--- config.mk ---
export PLATFORM = sky130hd
export DESIGN_NAME = icache_dm_flat
export DESIGN_NICKNAME = d
export VERILOG_FILES = /design/src/rtl/icache_if.sv /design/src/rtl/icache_dm.sv /design/src/flat_wrapper.sv
export SDC_FILE = /design/constraint.sdc
export NUM_CORES = 1
export LEC_CHECK = 0
export ABC_AREA = 1
export CAP_MARGIN = 20
export CORE_MARGIN = 2
export CORE_UTILIZATION = 40
export CTS_CLUSTER_SIZE = 8
export DETAILED_ROUTE_END_ITERATION = 7
export PLACE_DENSITY = 0.57
export SETUP_SLACK_MARGIN = 0.15
export SYNTH_ARGS = -nofsm -noshare
export SYNTH_HDL_FRONTEND = slang
export SYNTH_SLANG_ARGS = --single-unit
--- constraint.sdc ---
create_clock -name clk -period 6.3 [get_ports clk]
set_clock_uncertainty 0.1 [all_clocks]
set_input_delay 1.89 -clock clk [delete_from_list [all_inputs] [get_ports clk]]
set_output_delay 1.89 -clock clk [all_outputs]
set_load 0.05 [all_outputs]
--- src/rtl/icache_if.sv ---
// CPU fetch / memory refill / flush signals between the direct-mapped icache and its environment.
interface icache_if #(
   parameter int ADDR_W = 16,
   parameter int WORD_W = 16
);
   logic              cpu_req;
   logic [ADDR_W-1:0] cpu_addr;
   logic              cpu_ready;
   logic [WORD_W-1:0] cpu_rdata;
   logic              mem_req;
   logic [ADDR_W-1:0] mem_addr;
   logic              mem_rvalid;
   logic [WORD_W-1:0] mem_rdata;
   logic              flush;

   modport master (output cpu_req, cpu_addr, mem_rvalid, mem_rdata, flush,
                   input  cpu_ready, cpu_rdata, mem_req, mem_addr);
   modport slave  (input  cpu_req, cpu_addr, mem_rvalid, mem_rdata, flush,
                   output cpu_ready, cpu_rdata, mem_req, mem_addr);
endinterface

--- src/rtl/icache_dm.sv ---
// Direct-mapped instruction cache with line refill from a word-wide memory.
// Define ICACHE_STATS_EN to add saturating hit_cnt/miss_cnt outputs.
module icache_dm #(
   parameter int ADDR_W     = 16,
   parameter int WORD_W     = 16,
   parameter int LINE_WORDS = 4,
   parameter int NUM_LINES  = 4
) (
   input  logic        clk,
   input  logic        reset_n,
   icache_if.slave     bus
`ifdef ICACHE_STATS_EN
  ,output logic [15:0] hit_cnt,
   output logic [15:0] miss_cnt
`endif
);
   localparam int OFF_W = $clog2(LINE_WORDS);
   localparam int IDX_W = $clog2(NUM_LINES);
   localparam int TAG_W = ADDR_W - OFF_W - IDX_W;

   typedef enum logic [1:0] {IDLE, REFILL, RESPOND} state_e;

   state_e                   state_q, state_d;
   logic [ADDR_W-1:0]        addr_q, addr_d;
   logic [OFF_W-1:0]         cnt_q, cnt_d;
   logic                     pend_q, pend_d;
   logic                     ready_q, ready_d;
   logic [WORD_W-1:0]        rdata_q, rdata_d;
   logic [NUM_LINES-1:0]     valid_q;
   logic [NUM_LINES-1:0][TAG_W-1:0]                   tag_q;
   logic [NUM_LINES-1:0][LINE_WORDS-1:0][WORD_W-1:0]  data_q;
   logic                     flush_all, clr_line, wr_en, set_valid, accept, hit_now;

   logic [OFF_W-1:0] in_off, q_off;
   logic [IDX_W-1:0] in_idx, q_idx;
   logic [TAG_W-1:0] in_tag, q_tag;

   assign in_off = bus.cpu_addr[OFF_W-1:0];
   assign in_idx = bus.cpu_addr[OFF_W +: IDX_W];
   assign in_tag = bus.cpu_addr[ADDR_W-1 -: TAG_W];
   assign q_off  = addr_q[OFF_W-1:0];
   assign q_idx  = addr_q[OFF_W +: IDX_W];
   assign q_tag  = addr_q[ADDR_W-1 -: TAG_W];

   // No new request while a response is on the bus: the requester still holds cpu_req that cycle.
   assign accept  = (state_q == IDLE) && !bus.flush && !pend_q && bus.cpu_req && !ready_q;
   assign hit_now = valid_q[in_idx] && (tag_q[in_idx] == in_tag);

   assign bus.cpu_ready = ready_q;
   assign bus.cpu_rdata = rdata_q;

   always_comb begin
      state_d      = state_q;
      addr_d       = addr_q;
      cnt_d        = cnt_q;
      pend_d       = pend_q;
      ready_d      = 1'b0;
      rdata_d      = '0;
      flush_all    = 1'b0;
      clr_line     = 1'b0;
      wr_en        = 1'b0;
      set_valid    = 1'b0;
      bus.mem_req  = 1'b0;
      bus.mem_addr = '0;
      case (state_q)
         IDLE: begin
            if (bus.flush || pend_q) begin
               flush_all = 1'b1;
               pend_d    = 1'b0;
            end else if (accept) begin
               addr_d = bus.cpu_addr;
               if (hit_now) begin
                  ready_d = 1'b1;
                  rdata_d = data_q[in_idx][in_off];
               end else begin
                  clr_line = 1'b1;
                  cnt_d    = '0;
                  state_d  = REFILL;
               end
            end
         end
         REFILL: begin
            bus.mem_req  = 1'b1;
            bus.mem_addr = {addr_q[ADDR_W-1:OFF_W], cnt_q};
            if (bus.flush) pend_d = 1'b1;
            if (bus.mem_rvalid) begin
               wr_en = 1'b1;
               cnt_d = cnt_q + 1'b1;
               if (cnt_q == OFF_W'(LINE_WORDS-1)) begin
                  // The requested word may be the one arriving right now.
                  set_valid = 1'b1;
                  ready_d   = 1'b1;
                  rdata_d   = (q_off == cnt_q) ? bus.mem_rdata : data_q[q_idx][q_off];
                  state_d   = RESPOND;
               end
            end
         end
         RESPOND: begin
            if (bus.flush) pend_d = 1'b1;
            state_d = IDLE;
         end
         default: state_d = IDLE;
      endcase
   end

   always_ff @(posedge clk or negedge reset_n) begin
      if (!reset_n) begin
         state_q <= IDLE;
         addr_q  <= '0;
         cnt_q   <= '0;
         pend_q  <= 1'b0;
         ready_q <= 1'b0;
         rdata_q <= '0;
         valid_q <= '0;
      end else begin
         state_q <= state_d;
         addr_q  <= addr_d;
         cnt_q   <= cnt_d;
         pend_q  <= pend_d;
         ready_q <= ready_d;
         rdata_q <= rdata_d;
         if (flush_all)      valid_q        <= '0;
         else if (clr_line)  valid_q[in_idx] <= 1'b0;
         else if (set_valid) valid_q[q_idx]  <= 1'b1;
      end
   end

   // Storage needs no reset; the valid bits guard it.
   always_ff @(posedge clk) begin
      if (wr_en)     data_q[q_idx][cnt_q] <= bus.mem_rdata;
      if (set_valid) tag_q[q_idx]         <= q_tag;
   end

`ifdef ICACHE_STATS_EN
   logic [15:0] hit_cnt_q, miss_cnt_q;

   always_ff @(posedge clk or negedge reset_n) begin
      if (!reset_n) begin
         hit_cnt_q  <= '0;
         miss_cnt_q <= '0;
      end else if (accept) begin
         if (hit_now && hit_cnt_q != 16'hFFFF)   hit_cnt_q  <= hit_cnt_q + 16'd1;
         if (!hit_now && miss_cnt_q != 16'hFFFF) miss_cnt_q <= miss_cnt_q + 16'd1;
      end
   end

   assign hit_cnt  = hit_cnt_q;
   assign miss_cnt = miss_cnt_q;
`endif
endmodule

--- src/flat_wrapper.sv ---
// flat-port wrapper written by rule: the top's interface ports become plain ports
module icache_dm_flat 
#(
   parameter int ADDR_W     = 16,
   parameter int WORD_W     = 16,
   parameter int LINE_WORDS = 4,
   parameter int NUM_LINES  = 4
)
  (clk, reset_n, bus_cpu_req, bus_cpu_addr, bus_mem_rvalid, bus_mem_rdata, bus_flush, bus_cpu_ready, bus_cpu_rdata, bus_mem_req, bus_mem_addr);
  icache_if #(.ADDR_W(ADDR_W), .WORD_W(WORD_W)) bus_i ();
  input  logic clk;
  input  logic reset_n;
  input wire logic [$bits(bus_i.cpu_req)-1:0] bus_cpu_req;
  input wire logic [$bits(bus_i.cpu_addr)-1:0] bus_cpu_addr;
  input wire logic [$bits(bus_i.mem_rvalid)-1:0] bus_mem_rvalid;
  input wire logic [$bits(bus_i.mem_rdata)-1:0] bus_mem_rdata;
  input wire logic [$bits(bus_i.flush)-1:0] bus_flush;
  output wire logic [$bits(bus_i.cpu_ready)-1:0] bus_cpu_ready;
  output wire logic [$bits(bus_i.cpu_rdata)-1:0] bus_cpu_rdata;
  output wire logic [$bits(bus_i.mem_req)-1:0] bus_mem_req;
  output wire logic [$bits(bus_i.mem_addr)-1:0] bus_mem_addr;
  assign bus_i.cpu_req = bus_cpu_req;
  assign bus_i.cpu_addr = bus_cpu_addr;
  assign bus_i.mem_rvalid = bus_mem_rvalid;
  assign bus_i.mem_rdata = bus_mem_rdata;
  assign bus_i.flush = bus_flush;
  assign bus_cpu_ready = bus_i.cpu_ready;
  assign bus_cpu_rdata = bus_i.cpu_rdata;
  assign bus_mem_req = bus_i.mem_req;
  assign bus_mem_addr = bus_i.mem_addr;
  icache_dm #(.ADDR_W(ADDR_W), .WORD_W(WORD_W), .LINE_WORDS(LINE_WORDS), .NUM_LINES(NUM_LINES)) u_core (.clk(clk), .reset_n(reset_n), .bus(bus_i));
endmodule
==> impl_metrics.csv, run 1 <==
group,metric,value,unit
timing,finalCritPeriodShare,77.9,%
clock_tree,h-tree-depth,2,
route,dr.first_iter.drc_count,1632,
timing,min_period,4.91,ns
cells_and_area,layout_commonest_cell,"nand2_1",
synth,syn_nets,1519,
power_and_ir_drop,power_leakage,6.93,nW
route,wl_met2,23.1,mm
global_route,grt_overflow,0,
critical_path,cp-start-kind,"register",
synth,synth.avg_cell_area,10.7,sq um
route,top_layer,"met4",
place,dp_hpwl,28.1,mm
cells_and_area,fillers,3533,
clock_tree,cts_sinks,346,
synth,synth_top_cell_by_area,"edfxtp_1",
cells_and_area,mostFrequentLayoutCells,"nand2_1, edfxtp_1, inv_1",
place,gp_congestion,0.799,
synth,ys_seq_area_share,64.6,%
timing,setup_viol,0,
clock_tree,path_clk_slew,0.05,ns
route,drtPass1Iterations,8,
clock_tree,cts-buffers-inserted,49,
timing,fin_setup_tns,0,ns
clock_tree,ctsResizeCount,0,
critical_path,path_max_fanout,22,
synth,async_flop_share,12.1,%
route,wl,50.0,mm
route,m1WireLength,20.9,mm
synth,synth_area,15800,sq um
critical_path,cp_common_cell,"inv_1",
clock_tree,holdBufCountCts,0,
cells_and_area,num_antenna_cells,0,
die,die_w,203,um
critical_path,worst_ep_required_time,4.31,ns
synth,ys_top_cells_by_area,"edfxtp_1, nand2_1, dfrtp_1",
synth,synth_warnings,0,
global_route,grt_first_pass_wirelength,74.6,mm
clock_tree,clockBufferDepth,3,
synth,ys.flop_type,"edfxtp_1",
timing,worst_hold_slack,0.410,ns
synth,yosysTopAreaCellShare,57.9,%
timing,tightest_slew,1.09,ns
route,wl_per_cell,23.7,um
die,die_y,203,um
synth,netlist_instances,1474,
cells_and_area,layout.nets,1599,
clock_tree,root_buffer,"clkbuf_16",
place,io_buffers,70,
die,num_rows,72,
global_route,grt_pass1_vias,12100,
route,num_vias,12200,
synth,synth_seq_cells,346,
timing,finalHoldViolCount,0,
global_route,grt_max_degree,58,
critical_path,arrival,2.92,ns
route,final_antenna_net_count,0,
die,ios,71,
power_and_ir_drop,p_per_area,393,nW/um^2
timing,drv_slew,0,
cells_and_area,area_delta_synth_final,18.0,%
global_route,antenna_found_initial,0,
cells_and_area,final_area,18600,sq um
critical_path,critPathTopFamily,"buffers and inverters",
die,core,38700,sq um
clock_tree,postCtsSetupRepairBufs,0,
synth,ys_types,42,
critical_path,max_stage_delay,0.80,ns
power_and_ir_drop,peakVddDrop,210,uV
status,status,"completed",
synth,synth_edf_count,304,
cells_and_area,seq_area,10200,sq um
cells_and_area,post-route-util,48.0,%
critical_path,worstPathCellList,"inv_1, ha_1, nand2_1, inv_1, clkdlybuf4s50_1",
min_path,min_path_type,"register to register",
global_route,track_usage,24.4,%
cells_and_area,drive_gt1_share,9.42,%
critical_path,cp-end-kind,"primary output",
route,vias_per_cell,5.81,
timing,relSlewSlack,27.0,%
critical_path,crit_type,"register to primary output",
die,die-area,41000,sq um
flow_run,max-cap-violations,0,
clock_tree,clkLatencyLatePin,0.59,ns
route,route.met3.wl,4.52,mm
critical_path,slowest_stage,"clkdlybuf4s50_1",
die,start_util,40.7,%
clock_tree,cts_tree,"yes",
timing,rsz0062_at_grt,"no",
critical_path,path_buf_inv,3,
cells_and_area,multi_input_area,4750,sq um
timing,fmax,204,MHz
route,drcViolationCount,0,
place,post_dp_cell_area,17200,sq um
layout make-up:
class                   count  share of cell area [%]
flip-flops and latches    346                    54.8
multi-input cells         901                    25.6
clock inverters             3                   0.236
clock buffers              86                    7.51
repair buffers            115                    5.60
well taps                 518                    3.49
inverters                 141                    2.85
sequential cells by signal, indices dropped and copies added (netlist names):
register,flops
u_core.bus.cpu_ready,1
u_core.tag_q,48
u_core.pend_q,1
u_core.bus.cpu_rdata,16
u_core.valid_q,4
u_core.state_q,2
u_core.addr_q,16
u_core.data_q,256
u_core.cnt_q,2
synthesized netlist by cell type (2+ instances only):
cell type / number
o21ai_0: 68
nor3_1: 25
nor4_1: 4
o2bb2ai_1: 9
or2_2: 11
a41oi_1: 11
buf_6: 2
a221oi_1: 3
o311ai_0: 8
clkbuf_1: 57
o22ai_1: 122
o211ai_1: 9
buf_2: 15
xnor2_1: 2
nand3_1: 61
a31oi_1: 2
inv_1: 132
ha_1: 8
o32ai_1: 4
dfrtp_1: 42
buf_1: 12
edfxtp_1: 304
nand2_4: 3
inv_2: 5
nand2_2: 2
o21ai_1: 7
nand2_1: 355
nand4_1: 22
clkinv_1: 4
a21oi_1: 26
o31ai_1: 17
o2111ai_1: 13
a22oi_1: 43
nor2_1: 56
nor2_4: 3
layer usage:
layer	vias up	GRT usage [%]
li1	5501	-
met1	5989	33.3
met2	648	38.8
met3	111	4.46
met4	0	9.67
met5	-	0
worst min-delay path, cell delays in order, from the launching register on:
cell	delay (ns)
dfrtp_1	0.36
nand2_1	0.06
nand2_1	0.05
report_power, final:
part | internal, mW | switching [mW] | total [mW] | leakage (nW)
logic | 0.590 | 1.44 | 2.03 | 2.95
registers | 2.68 | 0.135 | 2.81 | 3.29
clock network | 1.49 | 0.975 | 2.46 | 0.685
total | 4.75 | 2.55 | 7.31 | 6.93
per-stage QoR:
stage                     power, mW  setup WS, ns  cells
after global routing           7.62          1.24   2110
after floorplan                4.09          2.35   1474
final                          7.31          1.39   2110
after global placement         4.81          1.32   2021
after detailed placement       4.83          1.26   2021
after CTS                      7.30          1.30   2110
path summary, 6_finish.rpt:
kind                                          startpoint                                end  slack, ns  cells past startpoint
setup reg to reg            u_core.addr_q[3]$_DFFE_PN0P_  u_core.bus.cpu_rdata[9]$_DFF_PN0_       2.51                     10
hold / removal             u_core.state_q[1]$_DFFE_PN0P_      u_core.state_q[1]$_DFFE_PN0P_       0.41                      2
min in group asynchronous                        reset_n       u_core.addr_q[5]$_DFFE_PN0P_       1.35                      2
hold reg to reg            u_core.state_q[1]$_DFFE_PN0P_      u_core.state_q[1]$_DFFE_PN0P_       0.41                      2
setup / recovery           u_core.state_q[1]$_DFFE_PN0P_                   bus_mem_addr[14]       1.39                      5
max in group asynchronous                        reset_n  u_core.bus.cpu_rdata[5]$_DFF_PN0_       4.23                      2
cell families after synthesis:
family | Yosys count | synth area share (%)
compound gates | 344 | 14.2
xor+xnor | 2 | 0.111
fa+ha+maj | 8 | 0.635
buf+inv | 227 | 5.62
flops | 346 | 64.6
simple gates | 547 | 14.9
No activity file was read; power rests on OpenSTA's default activity.
==> inputs of run 2 (changes only) <==
- clock period: 6.3 -> 4.95 ns (I/O delays scaled with it)
==> impl_metrics.csv, run 2 (synthesis results as in run 1) <==
group,metric,value,unit
status,status,"completed",
clock_tree,root_buffer,"clkbuf_16",
place,dp_hpwl,28.4,mm
clock_tree,postCtsSetupRepairBufs,0,
die,start_util,40.7,%
critical_path,worst-path-stages,5,
global_route,grt_pass1_vias,12000,
place,gp_congestion,0.848,
die,die_w,203,um
critical_path,worst_ep_required_time,3.37,ns
clock_tree,cts_tree,"yes",
global_route,grt_first_pass_wirelength,74.6,mm
critical_path,slowest_stage,"clkdlybuf4s50_1",
timing,setup_viol,0,
critical_path,cp-end-kind,"primary output",
critical_path,path_max_fanout,18,
global_route,grt_overflow,0,
clock_tree,cts_sinks,346,
route,drtPass1Iterations,6,
route,wl,50.2,mm
route,vias_per_cell,5.80,
timing,finalHoldViolCount,0,
cells_and_area,fillers,3547,
power_and_ir_drop,power_leakage,6.96,nW
cells_and_area,area_delta_synth_final,18.3,%
route,num_vias,12300,
die,core,38700,sq um
die,ios,71,
critical_path,cp-start-kind,"register",
critical_path,arrival,2.89,ns
global_route,track_usage,24.4,%
cells_and_area,layout.nets,1604,
critical_path,startpoint,"u_core.state_q[1]$_DFFE_PN0P_",
global_route,grt_max_degree,58,
critical_path,crit_end,"bus_mem_addr[14]",
cells_and_area,largestRegisters,"u_core.data_q (256), u_core.tag_q (48)",
cells_and_area,largest_register_ffs,256,
min_path,min-delay-start,"u_core.pend_q$_DFFE_PN0P_",
cells_and_area,stdcell_count,2117,
die,die_y,203,um
timing,drv_slew,0,
cells_and_area,drive_gt1_share,9.57,%
route,drcViolationCount,0,
timing,relSlewSlack,22.1,%
timing,min_period,4.48,ns
clock_tree,cts-buffers-inserted,49,
clock_tree,ctsResizeCount,0,
die,num_rows,72,
critical_path,cp_common_cell,"inv_1",
cells_and_area,top_register,"u_core.data_q",
flow_run,max-cap-violations,0,
place,io_buffers,70,
place,placed_cells,2026,
timing,tightest_slew,1.17,ns
cells_and_area,post-route-util,48.1,%
cells_and_area,layout_commonest_cell,"nand2_1",
power_and_ir_drop,p_per_area,498,nW/um^2
global_route,antenna_found_initial,0,
clock_tree,clkLatencyLatePin,0.59,ns
cells_and_area,num_antenna_cells,0,
route,dr.first_iter.drc_count,1299,
route,wl_per_cell,23.7,um
power_and_ir_drop,fin_total_pwr,9.29,mW
power_and_ir_drop,peakVddDrop,339,uV
critical_path,r2r_end,"u_core.tag_q[10]$_DFFE_PP_",
route,final_antenna_net_count,0,
timing,finalCritPeriodShare,90.5,%
timing,fin_setup_tns,0,ns
clock_tree,path_clk_slew,0.05,ns
cells_and_area,mostFrequentLayoutCells,"nand2_1, edfxtp_1, inv_1",
clock_tree,holdBufCountCts,0,
critical_path,path_buf_inv,3,
critical_path,worstPathCellList,"inv_1, ha_1, nand2_1, inv_1, clkdlybuf4s50_1",
critical_path,reg2reg_depth,8,
critical_path,critPathTopFamily,"buffers and inverters",
clock_tree,clockBufferDepth,3,
critical_path,crit_type,"register to primary output",
min_path,min_path_type,"register to register",
clock_tree,h-tree-depth,2,
critical_path,max_stage_delay,0.79,ns
timing,fmax,223,MHz
critical_path,r2r-start,"u_core.state_q[1]$_DFFE_PN0P_",
die,die-area,41000,sq um
timing,rsz0062_at_grt,"no",
critical_path,rrSetupSlack,1.60,ns
run 2: cell types whose count changed in the layout (fill, tap and decap cells not counted), sizes merged:
cell / before / now
buf: 47 / 52
inv: 138 / 137
clkinv: 6 / 7
clkbuf: 86 / 88
run 2: area by class of cell:
cell class              count  area [sq um]  area share [%]
clock inverters             3          51.3           0.275
multi-input cells         901          4750            25.5
clock buffers              88          1370            7.36
flip-flops and latches    346         10200            54.6
inverters                 141           529            2.84
repair buffers            120          1110            5.96
well taps                 518           648            3.48
run 2: layer usage:
| metal | track usage (%) | up-vias | share of wire (%) |
|---|---|---|---|
| li1 | - | 5517 | - |
| met1 | 34.1 | 5977 | 42 |
| met2 | 37.5 | 666 | 45 |
| met3 | 5.12 | 121 | 9.9 |
| met4 | 9.18 | 0 | 3.0 |
| met5 | 0 | - | 0 |
run 2: power by group:
group	internal [mW]	total, mW	switching [mW]
Combinational	0.773	2.60	1.83
Sequential	3.41	3.57	0.165
Clock	1.86	3.11	1.25
Total	6.04	9.29	3.25
run 2: how the worst min path moves through the flow:
| stage | endpoint | slack, ns | cells after the start |
|---|---|---|---|
| 2_1_floorplan | u_core.state_q[1]$_DFFE_PN0P_ | 0.37 | 2 |
| 3_3_place_gp | u_core.state_q[1]$_DFFE_PN0P_ | 0.39 | 2 |
| 3_5_place_dp | u_core.state_q[1]$_DFFE_PN0P_ | 0.40 | 2 |
| 4_1_cts | u_core.state_q[1]$_DFFE_PN0P_ | 0.41 | 2 |
| 5_1_grt | u_core.state_q[1]$_DFFE_PN0P_ | 0.44 | 2 |
| 6_report | u_core.pend_q$_DFFE_PN0P_ | 0.41 | 2 |
run 2: tightest hold or removal path: stages, from the launching register on:
cell and delay (ns):
dfrtp_1 0.37, inv_1 0.05, a21oi_1 0.05
run 2: stage by stage:
stage,area (sq um),worst slack (ns),hold slack (ns)
floorplan,15800,1.40,0.367
finish,18600,0.470,0.410
detailed placement,17200,0.670,0.398
CTS,18600,0.383,0.410
global placement,17200,0.763,0.389
global route,18600,0.284,0.444
==> inputs of run 3 (changes only) <==
- PLACE_DENSITY: 0.57 -> unset
==> impl_metrics.csv, run 3 (synthesis results as in run 1) <==
group,metric,value,unit
global_route,grt_pass1_vias,12000,
timing,setup_viol,0,
cells_and_area,top_register,"u_core.data_q",
cells_and_area,area_delta_synth_final,18.2,%
power_and_ir_drop,fin_total_pwr,9.26,mW
place,post_dp_cell_area,17200,sq um
clock_tree,path_clk_slew,0.05,ns
global_route,grt_first_pass_wirelength,74.1,mm
power_and_ir_drop,p_per_area,497,nW/um^2
global_route,track_usage,24.1,%
route,drtPass1Iterations,5,
clock_tree,postCtsSetupRepairBufs,0,
min_path,min_path_type,"register to register",
critical_path,cp-end-kind,"primary output",
timing,fin_ws,0.532,ns
route,final_antenna_net_count,0,
cells_and_area,largest_register_ffs,256,
cells_and_area,layout.nets,1604,
cells_and_area,num_antenna_cells,0,
timing,rsz0062_at_grt,"no",
critical_path,crit_type,"register to primary output",
timing,fmax,226,MHz
timing,relSlewSlack,21.7,%
cells_and_area,final_area,18600,sq um
critical_path,slowest_stage,"clkdlybuf4s50_1",
critical_path,path_max_fanout,12,
cells_and_area,largestRegisters,"u_core.data_q (256), u_core.tag_q (48)",
power_and_ir_drop,power_leakage,6.95,nW
clock_tree,cts_tree,"yes",
route,dr.first_iter.drc_count,1447,
global_route,grt_overflow,0,
clock_tree,clkLatencyLatePin,0.59,ns
flow_run,max-cap-violations,0,
die,die_y,203,um
cells_and_area,stdcell_count,2111,
timing,tightest_slew,1.17,ns
clock_tree,root_buffer,"clkbuf_16",
place,dp_hpwl,28.1,mm
timing,finalCritPeriodShare,89.2,%
status,status,"completed",
critical_path,worstPathCellList,"inv_1, ha_1, buf_4, nand2_1, inv_1, clkdlybuf4s50_1",
global_route,antenna_found_initial,0,
timing,min_period,4.42,ns
place,gp_congestion,0.845,
place,place_ws,0.685,ns
place,placed_cells,2026,
cells_and_area,fillers,3507,
power_and_ir_drop,power.clock.fraction,33.4,%
die,ios,71,
global_route,grt_max_degree,58,
die,die-area,41000,sq um
route,vias_per_cell,5.79,
critical_path,arrival,2.83,ns
die,die_w,203,um
die,start_util,40.7,%
clock_tree,h-tree-depth,2,
critical_path,cp_common_cell,"inv_1",
route,num_vias,12200,
power_and_ir_drop,p_sw,3.22,mW
critical_path,max_stage_delay,0.79,ns
cells_and_area,layout_commonest_cell,"nand2_1",
route,drcViolationCount,0,
clock_tree,holdBufCountCts,0,
clock_tree,clockBufferDepth,3,
timing,drv_slew,0,
timing,finalHoldViolCount,0,
timing,fin_setup_tns,0,ns
power_and_ir_drop,sw_frac_of_total,34.8,%
route,wl_per_cell,23.4,um
die,core,38700,sq um
power_and_ir_drop,p_seq_share,38.6,%
power_and_ir_drop,p_comb_share,28.0,%
critical_path,critPathTopFamily,"buffers and inverters",
clock_tree,cts-buffers-inserted,49,
clock_tree,ctsResizeCount,0,
cells_and_area,drive_gt1_share,9.67,%
critical_path,path_buf_inv,4,
power_and_ir_drop,p_int,6.04,mW
cells_and_area,mostFrequentLayoutCells,"nand2_1, edfxtp_1, inv_1",
cells_and_area,post-route-util,48.1,%
cells_and_area,seq_area,10200,sq um
clock_tree,cts_sinks,346,
place,io_buffers,70,
timing,worst_hold_slack,0.409,ns
route,wl,49.4,mm
die,num_rows,72,
critical_path,worst_ep_required_time,3.37,ns
cells_and_area,multi_input_area,4750,sq um
critical_path,cp-start-kind,"register",
power_and_ir_drop,peakVddDrop,273,uV
==> run 3: worst min-delay path: cells and delay by family, from the launching register on <==
| kind | cells | cell delay (ns) |
|---|---|---|
| AOI/OAI and AO/OA | 1 | 0.05 |
| buffers and inverters | 1 | 0.05 |
| DFF | 1 | 0.37 |
==> run 3: final timing paths <==
path	startpoint	end	slack (ns)	cells past startpoint
setup / recovery	u_core.state_q[1]$_DFFE_PN0P_	bus_mem_addr[1]	0.53	6
hold / removal	u_core.pend_q$_DFFE_PN0P_	u_core.pend_q$_DFFE_PN0P_	0.41	2
setup reg to reg	u_core.state_q[1]$_DFFE_PN0P_	u_core.data_q[123]$_DFFE_PP_	1.90	8
hold reg to reg	u_core.pend_q$_DFFE_PN0P_	u_core.pend_q$_DFFE_PN0P_	0.41	2
max in group asynchronous	reset_n	u_core.state_q[1]$_DFFE_PN0P_	3.07	2
min in group asynchronous	reset_n	u_core.bus.cpu_rdata[13]$_DFF_PN0_	0.82	1
==> run 3: power by group through the flow <==
stage | combinational, mW | clock, mW | sequential [mW]
after floorplan | 1.64 | 0 | 3.57
after global placement | 2.51 | 0 | 3.62
after detailed placement | 2.54 | 0 | 3.62
after CTS | 2.55 | 3.12 | 3.57
after global routing | 2.79 | 3.26 | 3.59
final | 2.60 | 3.09 | 3.58
==> run 3: final cells by class <==
cell class                 instances  area share (%)
clock buffer                      82            7.36
clock inverter                     3           0.248
inverter                         141            2.84
multi-input combinational        901            25.5
sequential                       346            54.6
tap                              518            3.48
timing repair buffer             120            5.92
==> run 3: layer usage <==
layer  wire, um  share of wire [%]  GRT usage [%]
met1      20600                 42           32.9
met2      22500                 46           37.7
met3       4800                9.7           5.43
met4       1490                3.0           9.38
met5          0                  0              0
